===== config.mk =====
export PLATFORM = sky130hd
export DESIGN_NAME = dmem_arbiter
export DESIGN_NICKNAME = d
export VERILOG_FILES = /design/src/rtl/dmem_arbiter.sv
export SDC_FILE = /design/constraint.sdc
export NUM_CORES = 1
export LEC_CHECK = 0
export ABC_AREA = 1
export CORE_AREA = 2 2 119 121
export CTS_CLUSTER_DIAMETER = 120
export DETAILED_ROUTE_END_ITERATION = 10
export DIE_AREA = 0 0 121 123
export PLACE_DENSITY = 0.86
export SYNTH_ARGS = -nofsm -noshare
export SYNTH_HDL_FRONTEND = slang
export SYNTH_SLANG_ARGS = --single-unit

===== constraint.sdc =====
create_clock -name Clk -period 6 [get_ports Clk]
set_input_delay 0.6 -clock Clk [delete_from_list [all_inputs] [get_ports Clk]]
set_output_delay 0.6 -clock Clk [all_outputs]
set_load 0.02 [all_outputs]

===== src/rtl/dmem_arbiter.sv =====
`default_nettype none
// ============================================================================
// Module   : dmem_arbiter
// Brief    : Two-port arbiter/sequencer sharing the data-memory port, with lock
//            support and fixed two-cycle read latency. Round-robin conflict
//            policy when DMEM_ARB_RR_EN is defined, fixed A-priority otherwise.
// Revision : 1.0 - initial release
// ============================================================================
module dmem_arbiter #(
  parameter int ADDR_W = 32,
  parameter int DATA_W = 32,
  parameter int DEPTH  = 1000
) (
  input  logic              Clk,
  input  logic              Rst_n,
  input  logic              A_req,
  input  logic              A_we,
  input  logic              A_lock,
  input  logic [ADDR_W-1:0] A_addr,
  input  logic [DATA_W-1:0] A_wdata,
  output logic              A_gnt,
  output logic              A_rvalid,
  output logic              A_err,
  output logic [DATA_W-1:0] A_rdata,
  input  logic              B_req,
  input  logic              B_we,
  input  logic              B_lock,
  input  logic [ADDR_W-1:0] B_addr,
  input  logic [DATA_W-1:0] B_wdata,
  output logic              B_gnt,
  output logic              B_rvalid,
  output logic              B_err,
  output logic [DATA_W-1:0] B_rdata,
  output logic              Mem_read,
  output logic              Mem_write,
  output logic [ADDR_W-1:0] Address,
  output logic [DATA_W-1:0] Write_data,
  input  logic [DATA_W-1:0] Read_data
);

  localparam logic [ADDR_W-1:0] c_DEPTH = ADDR_W'(DEPTH);

  typedef enum logic [1:0] {
    IDLE  = 2'd0,
    OWN_A = 2'd1,
    OWN_B = 2'd2
  } state_t;

  state_t r_state;

  logic              w_a_gnt;
  logic              w_b_gnt;
  logic              w_a_wins;
  logic              w_any;
  logic              w_we;
  logic              w_oor;
  logic [ADDR_W-1:0] w_addr;
  logic [DATA_W-1:0] w_wdata;

  // Issue stage (T+1) and response stage (T+2) registers
  logic              r_mem_read;
  logic              r_mem_write;
  logic [ADDR_W-1:0] r_address;
  logic [DATA_W-1:0] r_write_data;
  logic              r_s1_valid;
  logic              r_s1_b;
  logic              r_s1_we;
  logic              r_s1_err;
  logic              r_a_rvalid;
  logic              r_a_err;
  logic              r_b_rvalid;
  logic              r_b_err;
  logic              w_resp;

`ifdef DMEM_ARB_RR_EN
  logic r_last_b;

  always_ff @(posedge Clk or negedge Rst_n) begin
    if (!Rst_n) begin
      r_last_b <= 1'b1;
    end else if (w_a_gnt) begin
      r_last_b <= 1'b0;
    end else if (w_b_gnt) begin
      r_last_b <= 1'b1;
    end
  end

  assign w_a_wins = r_last_b;
`else
  assign w_a_wins = 1'b1;
`endif

  // Grants are masked while reset is asserted so nothing is accepted then
  always_comb begin
    w_a_gnt = 1'b0;
    w_b_gnt = 1'b0;
    if (Rst_n) begin
      case (r_state)
        IDLE: begin
          if (A_req && B_req) begin
            w_a_gnt = w_a_wins;
            w_b_gnt = !w_a_wins;
          end else begin
            w_a_gnt = A_req;
            w_b_gnt = B_req;
          end
        end
        OWN_A:   w_a_gnt = A_req;
        OWN_B:   w_b_gnt = B_req;
        default: begin
          w_a_gnt = 1'b0;
          w_b_gnt = 1'b0;
        end
      endcase
    end
  end

  assign A_gnt   = w_a_gnt;
  assign B_gnt   = w_b_gnt;
  assign w_any   = w_a_gnt || w_b_gnt;
  assign w_addr  = w_b_gnt ? B_addr  : A_addr;
  assign w_we    = w_b_gnt ? B_we    : A_we;
  assign w_wdata = w_b_gnt ? B_wdata : A_wdata;
  assign w_oor   = (w_addr >= c_DEPTH);

  always_ff @(posedge Clk or negedge Rst_n) begin
    if (!Rst_n) begin
      r_state <= IDLE;
    end else begin
      case (r_state)
        IDLE: begin
          if (w_a_gnt) begin
            r_state <= A_lock ? OWN_A : IDLE;
          end else if (w_b_gnt) begin
            r_state <= B_lock ? OWN_B : IDLE;
          end
        end
        OWN_A: begin
          if (w_a_gnt) begin
            r_state <= A_lock ? OWN_A : IDLE;
          end else if (!A_req && !A_lock) begin
            r_state <= IDLE;
          end
        end
        OWN_B: begin
          if (w_b_gnt) begin
            r_state <= B_lock ? OWN_B : IDLE;
          end else if (!B_req && !B_lock) begin
            r_state <= IDLE;
          end
        end
        default: r_state <= IDLE;
      endcase
    end
  end

  // Errored requests (read or write) and in-range reads produce a response
  assign w_resp = r_s1_valid && (!r_s1_we || r_s1_err);

  always_ff @(posedge Clk or negedge Rst_n) begin
    if (!Rst_n) begin
      r_mem_read   <= 1'b0;
      r_mem_write  <= 1'b0;
      r_address    <= '0;
      r_write_data <= '0;
      r_s1_valid   <= 1'b0;
      r_s1_b       <= 1'b0;
      r_s1_we      <= 1'b0;
      r_s1_err     <= 1'b0;
      r_a_rvalid   <= 1'b0;
      r_a_err      <= 1'b0;
      r_b_rvalid   <= 1'b0;
      r_b_err      <= 1'b0;
    end else begin
      r_mem_read  <= w_any && !w_we && !w_oor;
      r_mem_write <= w_any &&  w_we && !w_oor;
      if (w_any && !w_oor) begin
        r_address    <= w_addr;
        r_write_data <= w_wdata;
      end
      r_s1_valid <= w_any;
      r_s1_b     <= w_b_gnt;
      r_s1_we    <= w_we;
      r_s1_err   <= w_oor;
      r_a_rvalid <= w_resp && !r_s1_b;
      r_a_err    <= w_resp && !r_s1_b && r_s1_err;
      r_b_rvalid <= w_resp &&  r_s1_b;
      r_b_err    <= w_resp &&  r_s1_b && r_s1_err;
    end
  end

  assign Mem_read   = r_mem_read;
  assign Mem_write  = r_mem_write;
  assign Address    = r_address;
  assign Write_data = r_write_data;
  assign A_rvalid   = r_a_rvalid;
  assign A_err      = r_a_err;
  assign B_rvalid   = r_b_rvalid;
  assign B_err      = r_b_err;
  assign A_rdata    = (r_a_rvalid && !r_a_err) ? Read_data : '0;
  assign B_rdata    = (r_b_rvalid && !r_b_err) ? Read_data : '0;

endmodule
`default_nettype wire


# --- After elaboration in Yosys (flattened, before gate mapping) ---
# Index checks and enable logic that the tools add are counted.
totals:
  register_bits: 76
  input_bits: 168
  out_inout_bits: 136
  wordCells: 68
op_classes:
  order_cmp: 1
  eq_ne: 5
  muxes: 20
  n_reduce_logical: 29
ops:
  columns: ["cell", "count"]
  rows:
  - ["$mux W32", 4]
  - ["$ge A32 B10 Y1 const B", 1]
  - ["$logic_and A1 B1 Y1", 15]
  - ["$mux W2", 7]
  - ["$logic_not A1 Y1", 10]
  - ["$ne A3 B3 Y1 const B", 3]
  - ["$mux W1", 6]
  - ["$pmux W2 S3", 1]
  - ["$pmux W1 S2", 2]
  - ["$reduce_and A3 Y1", 1]
  - ["$eq A2 B1 Y1 const B", 1]
  - ["$eq A2 B2 Y1 const B", 1]
  - ["$logic_not A2 Y1", 1]
  - ["$logic_or A1 B1 Y1", 2]

# --- Logic depth before layout (Yosys ltp) ---
logic_depth:
  depth_word: 8
  mapped_depth: 15
  mapped_depth_nobuf: 12

# --- Worst setup path after synthesis ---
# Ideal clock, no wire load.
synth_timing:
  path_type: "input-to-output"
  start: "input port B_req"
  end: "output port B_gnt"
  arrival_time_ns: 1.640
  required_ns: 5.400
  setup_slack_ns: 3.760
  path_stages: 6
  n_path_buf: 2
  path_cell_list: "nand2_1 > inv_2 > nand3_4 > inv_1 > clkbuf_1 > clkbuf_1"
synth_between:
  elab_chain_cells: 4
synth_lines:
  columns: ["item", "line", "source"]
  rows:
  - ["from (decl)", "25", "input logic B_req,"]
  - ["$logic_and A1 B1 Y1", "100", "if (A_req && B_req) begin"]
  - ["$mux W1", "100", null]
  - ["$pmux W1 S2 *", "98", "case (r_state)"]
  - ["$mux W1 *", "97", "if (Rst_n) begin"]
  - ["to (decl)", "30", "output logic B_gnt,"]
# Every way passes the cells marked *; elsewhere a longest branch is shown, timed or not.

# --- Final worst setup path ---
layout_timing:
  start: "input port A_req"
  end: "register r_write_data[24], in the netlist Write_data[24]"
layout_between:
  elab_chain_cells: 8
  elab_cells_between_ends: 13
  cone_classes: "order compare: 1; mux: 8; reduce/logical: 4"
layout_lines:
  columns: ["item", "line", "source"]
  rows:
  - ["from (decl)", "16", "input logic A_req,"]
  - ["$logic_and A1 B1 Y1", "100", null]
  - ["$mux W1", "100", null]
  - ["$pmux W1 S2", "98", null]
  - ["$mux W1", "97", null]
  - ["$mux W32", "121", "assign w_addr = w_b_gnt ? B_addr : A_addr;"]
  - ["$ge A32 B10 Y1", "124", "assign w_oor = (w_addr >= c_DEPTH);"]
  - ["$logic_not A1 Y1", "177", "if (w_any && !w_oor) begin"]
  - ["$logic_and A1 B1 Y1", "177", null]
  - ["to (signal assigned)", "179", "r_write_data <= w_wdata;"]
  - ["to (decl)", "64", "logic [DATA_W-1:0] r_write_data;"]
# Parallel ways exist; a longest one is shown, timed or not.
# A chain may end at the register's enable or synchronous reset.

==> metrics <==
main combinational cell family by area after synthesis=simple AND/OR/NAND/NOR gates; Synth Area in Simple Gates=0.425; IO buf count=303; post-synth net total=840; part of the power in registers=0.367; first drt pass iteration count=6; largest net degree at the start of global routing=49; post-synthesis mux area share=0; P_int=1.05 mW; row count=43; PnR Total Power=1.42 mW; CP Launch Type=primary input; Post-Synth XOR/XNOR Area=0; cell area power density=181 nW/um^2; final worst path period share=0.682; f_max=244 MHz; status=complete, no violations; Synth Area in Compound Gates=0.0106; Top FF cell, synth=dfrtp_1; critical path peak fanout=48; top-level port count=304; vias in the first global route=4,960; clk sink count=76; Final Hold Violating Endpoints=0; Synth Warn #=0; Final nets=1,119; CTS tree=yes; vias after detailed routing=5,101; Net Switching=0.362 mW; Die Height=123 um; post-route cell area=7850 sq um; Die ar.=14,900 sq um; CP Capture Type=flip-flop; kind of critical path=primary input to flip-flop; # setup viols final=0; clock skew=0.00777 ns; clock buffer depth=2; drt total wl=15.9 mm; H-tree depth=3; Setup TNS=0 ns; Clock transition at path regs=0.06 ns; Routed Antenna Nets=0; # hold bufs at CTS=0; Slew headroom=0.325; switch share=0.256; Logic pwr share=0.218; global-route usage over all layers=0.208; worst skew pair latency=0.33 ns; post_cts resized=0; GP Congestion=0.839; Unique masters post-synth=21; Die W=121 um; Synth Register Bits=76; Gate Count Post-Synth=672; dpl hpwl=12.3 mm; CTS Root Buffer Type=clkbuf_16; Slew Limit Fails=0; min Tclk post-route=4.09 ns; first-pass GRT wire length=24.4 mm; Hold Crit Class=primary input to async pin; DRC viols=0; Max Cap Violations=0; Post-CTS Setup Inserts=0; Synth Area in Adders=0; share of cells above drive strength 1=0.0481; Tightest Pin Transition=1.01 ns; vias per cell=4.47; Syn Std Cell Area=4390 sq um; Post-DP Area=7510 sq um; core area=13,600 sq um; EDFF count, synth=0; DRT iter0 DRCs=157; WP data required=6.21 ns; post-synthesis sequential area ratio=0.434; WP data arrival=4.30 ns; Clock Power Share=0.415; Synth async-reset ratio=1.00; WL per Instance=13.9 um; final core utilization=0.577; Peak VDD IR=133 uV; starting density of the core=0.322; cts bufs inserted=9; initial antenna violation count=4; grt total ovfl=0; Syn Area/Cell=6.53 sq um; RSZ-0062 raised after global routing=false; P_leak=4.09 nW; Syn-to-layout area delta=79.0%
[logic make-up (layout without fill, tap and decap cells)]
logic type             count (synthesis)  after routing
AOI/OAI and AO/OA                      8              8
buffers and inverters                146            430
DFF                                   76             76
other                                  0              4
and+or+nand+nor                      442            442
[layer usage]
layer  global-route usage  part of all wire  vias to the layer above
li1                     -                 -                     2590
met1                0.224              0.38                     2253
met2                0.381              0.51                      223
met3               0.0475             0.069                       35
met4                0.108             0.040                        0
met5                    0                 0                        -
[path summary, 6_finish.rpt]
| path | from | endpoint | depth (start not counted) | slack, ns |
|---|---|---|---|---|
| max | A_req | Write_data[24] | 14 | 1.91 |
| min | Rst_n | Write_data[20] | 1 | 0.24 |
| max reg2reg | r_state[0] | Write_data[24] | 12 | 2.22 |
| min reg2reg | r_s1_b | A_rvalid | 1 | 0.46 |
| max in group asynchronous | Rst_n | Address[9] | 2 | 4.84 |
| min in group Clk | r_s1_b | A_rvalid | 1 | 0.46 |
[placed cells by master, fill, tap and decap left out, drive strengths merged, types with 2 or more instances in the layout]
cell type and instances:
buf 8, clkdlybuf4s50 302, nand2 292, nand4 63, o21ai 6, clkinvlp 2, nand3 5, diode 4
bufinv 2, inv 105, nor2 79, nor3 2, dfrtp 76, clkbuf 11
[cell usage after synthesis (2+ instances only)]
cell type	count	area [sq um]
buf_1	3	11.3
buf_2	18	90.1
clkbuf_1	20	75.1
dfrtp_1	76	1900
inv_1	88	330
inv_2	16	60.1
nand2_1	291	1090
nand3_1	3	15.0
nand4_1	63	394
nor2_1	77	289
nor2_4	2	22.5
nor3_1	2	10.0
o21ai_0	4	20.0
o21ai_1	2	10.0
[area by class of cell]
| class | count | area [sq um] |
|---|---|---|
| fill | 1218 | 5760 |
| timing repair buffer | 310 | 3080 |
| multi-input combinational | 450 | 1910 |
| sequential | 76 | 1900 |
| inverter | 104 | 390 |
| clock buffer | 11 | 243 |
| tap | 180 | 225 |
| clock inverter | 5 | 83.8 |
| antenna | 4 | 10.0 |
[registers in the layout, indices dropped and copies added (netlist names)]
name        flops
Address        32
Write_data     32
r_state         2
A_err           1
A_rvalid        1
B_err           1
B_rvalid        1
Mem_read        1
Mem_write       1
r_s1_b          1
r_s1_err        1
r_s1_valid      1
r_s1_we         1
[power by group through the flow]
stage | logic [mW] | clock network [mW] | registers, mW
floorplan | 0.126 | 0 | 0.531
global placement | 0.307 | 0 | 0.529
detailed placement | 0.310 | 0 | 0.529
CTS | 0.311 | 0.595 | 0.520
global route | 0.339 | 0.622 | 0.520
finish | 0.309 | 0.588 | 0.520
[critical path, cell delays in order]
cell	delay, ns
clkdlybuf4s50_1	0.53
nand2_2	0.28
nand3_4	0.51
inv_1	0.24
nand2_1	0.11
nand2_1	0.05
nor2_1	0.08
nand3_1	0.11
nor2_4	0.11
buf_4	0.41
nand3_2	0.58
buf_4	0.48
nand2_1	0.11
nand2_1	0.06
[stage by stage]
step | cells | hold slack (ns) | setup slack, ns
after floorplan | 672 | 0.304 | 3.76
after global placement | 1120 | 0.437 | 1.69
after detailed placement | 1120 | 0.456 | 1.56
after CTS | 1136 | 0.251 | 1.86
after global routing | 1140 | 0.275 | 1.52
final | 1140 | 0.235 | 1.91
No activity file was read; power rests on OpenSTA's default activity.
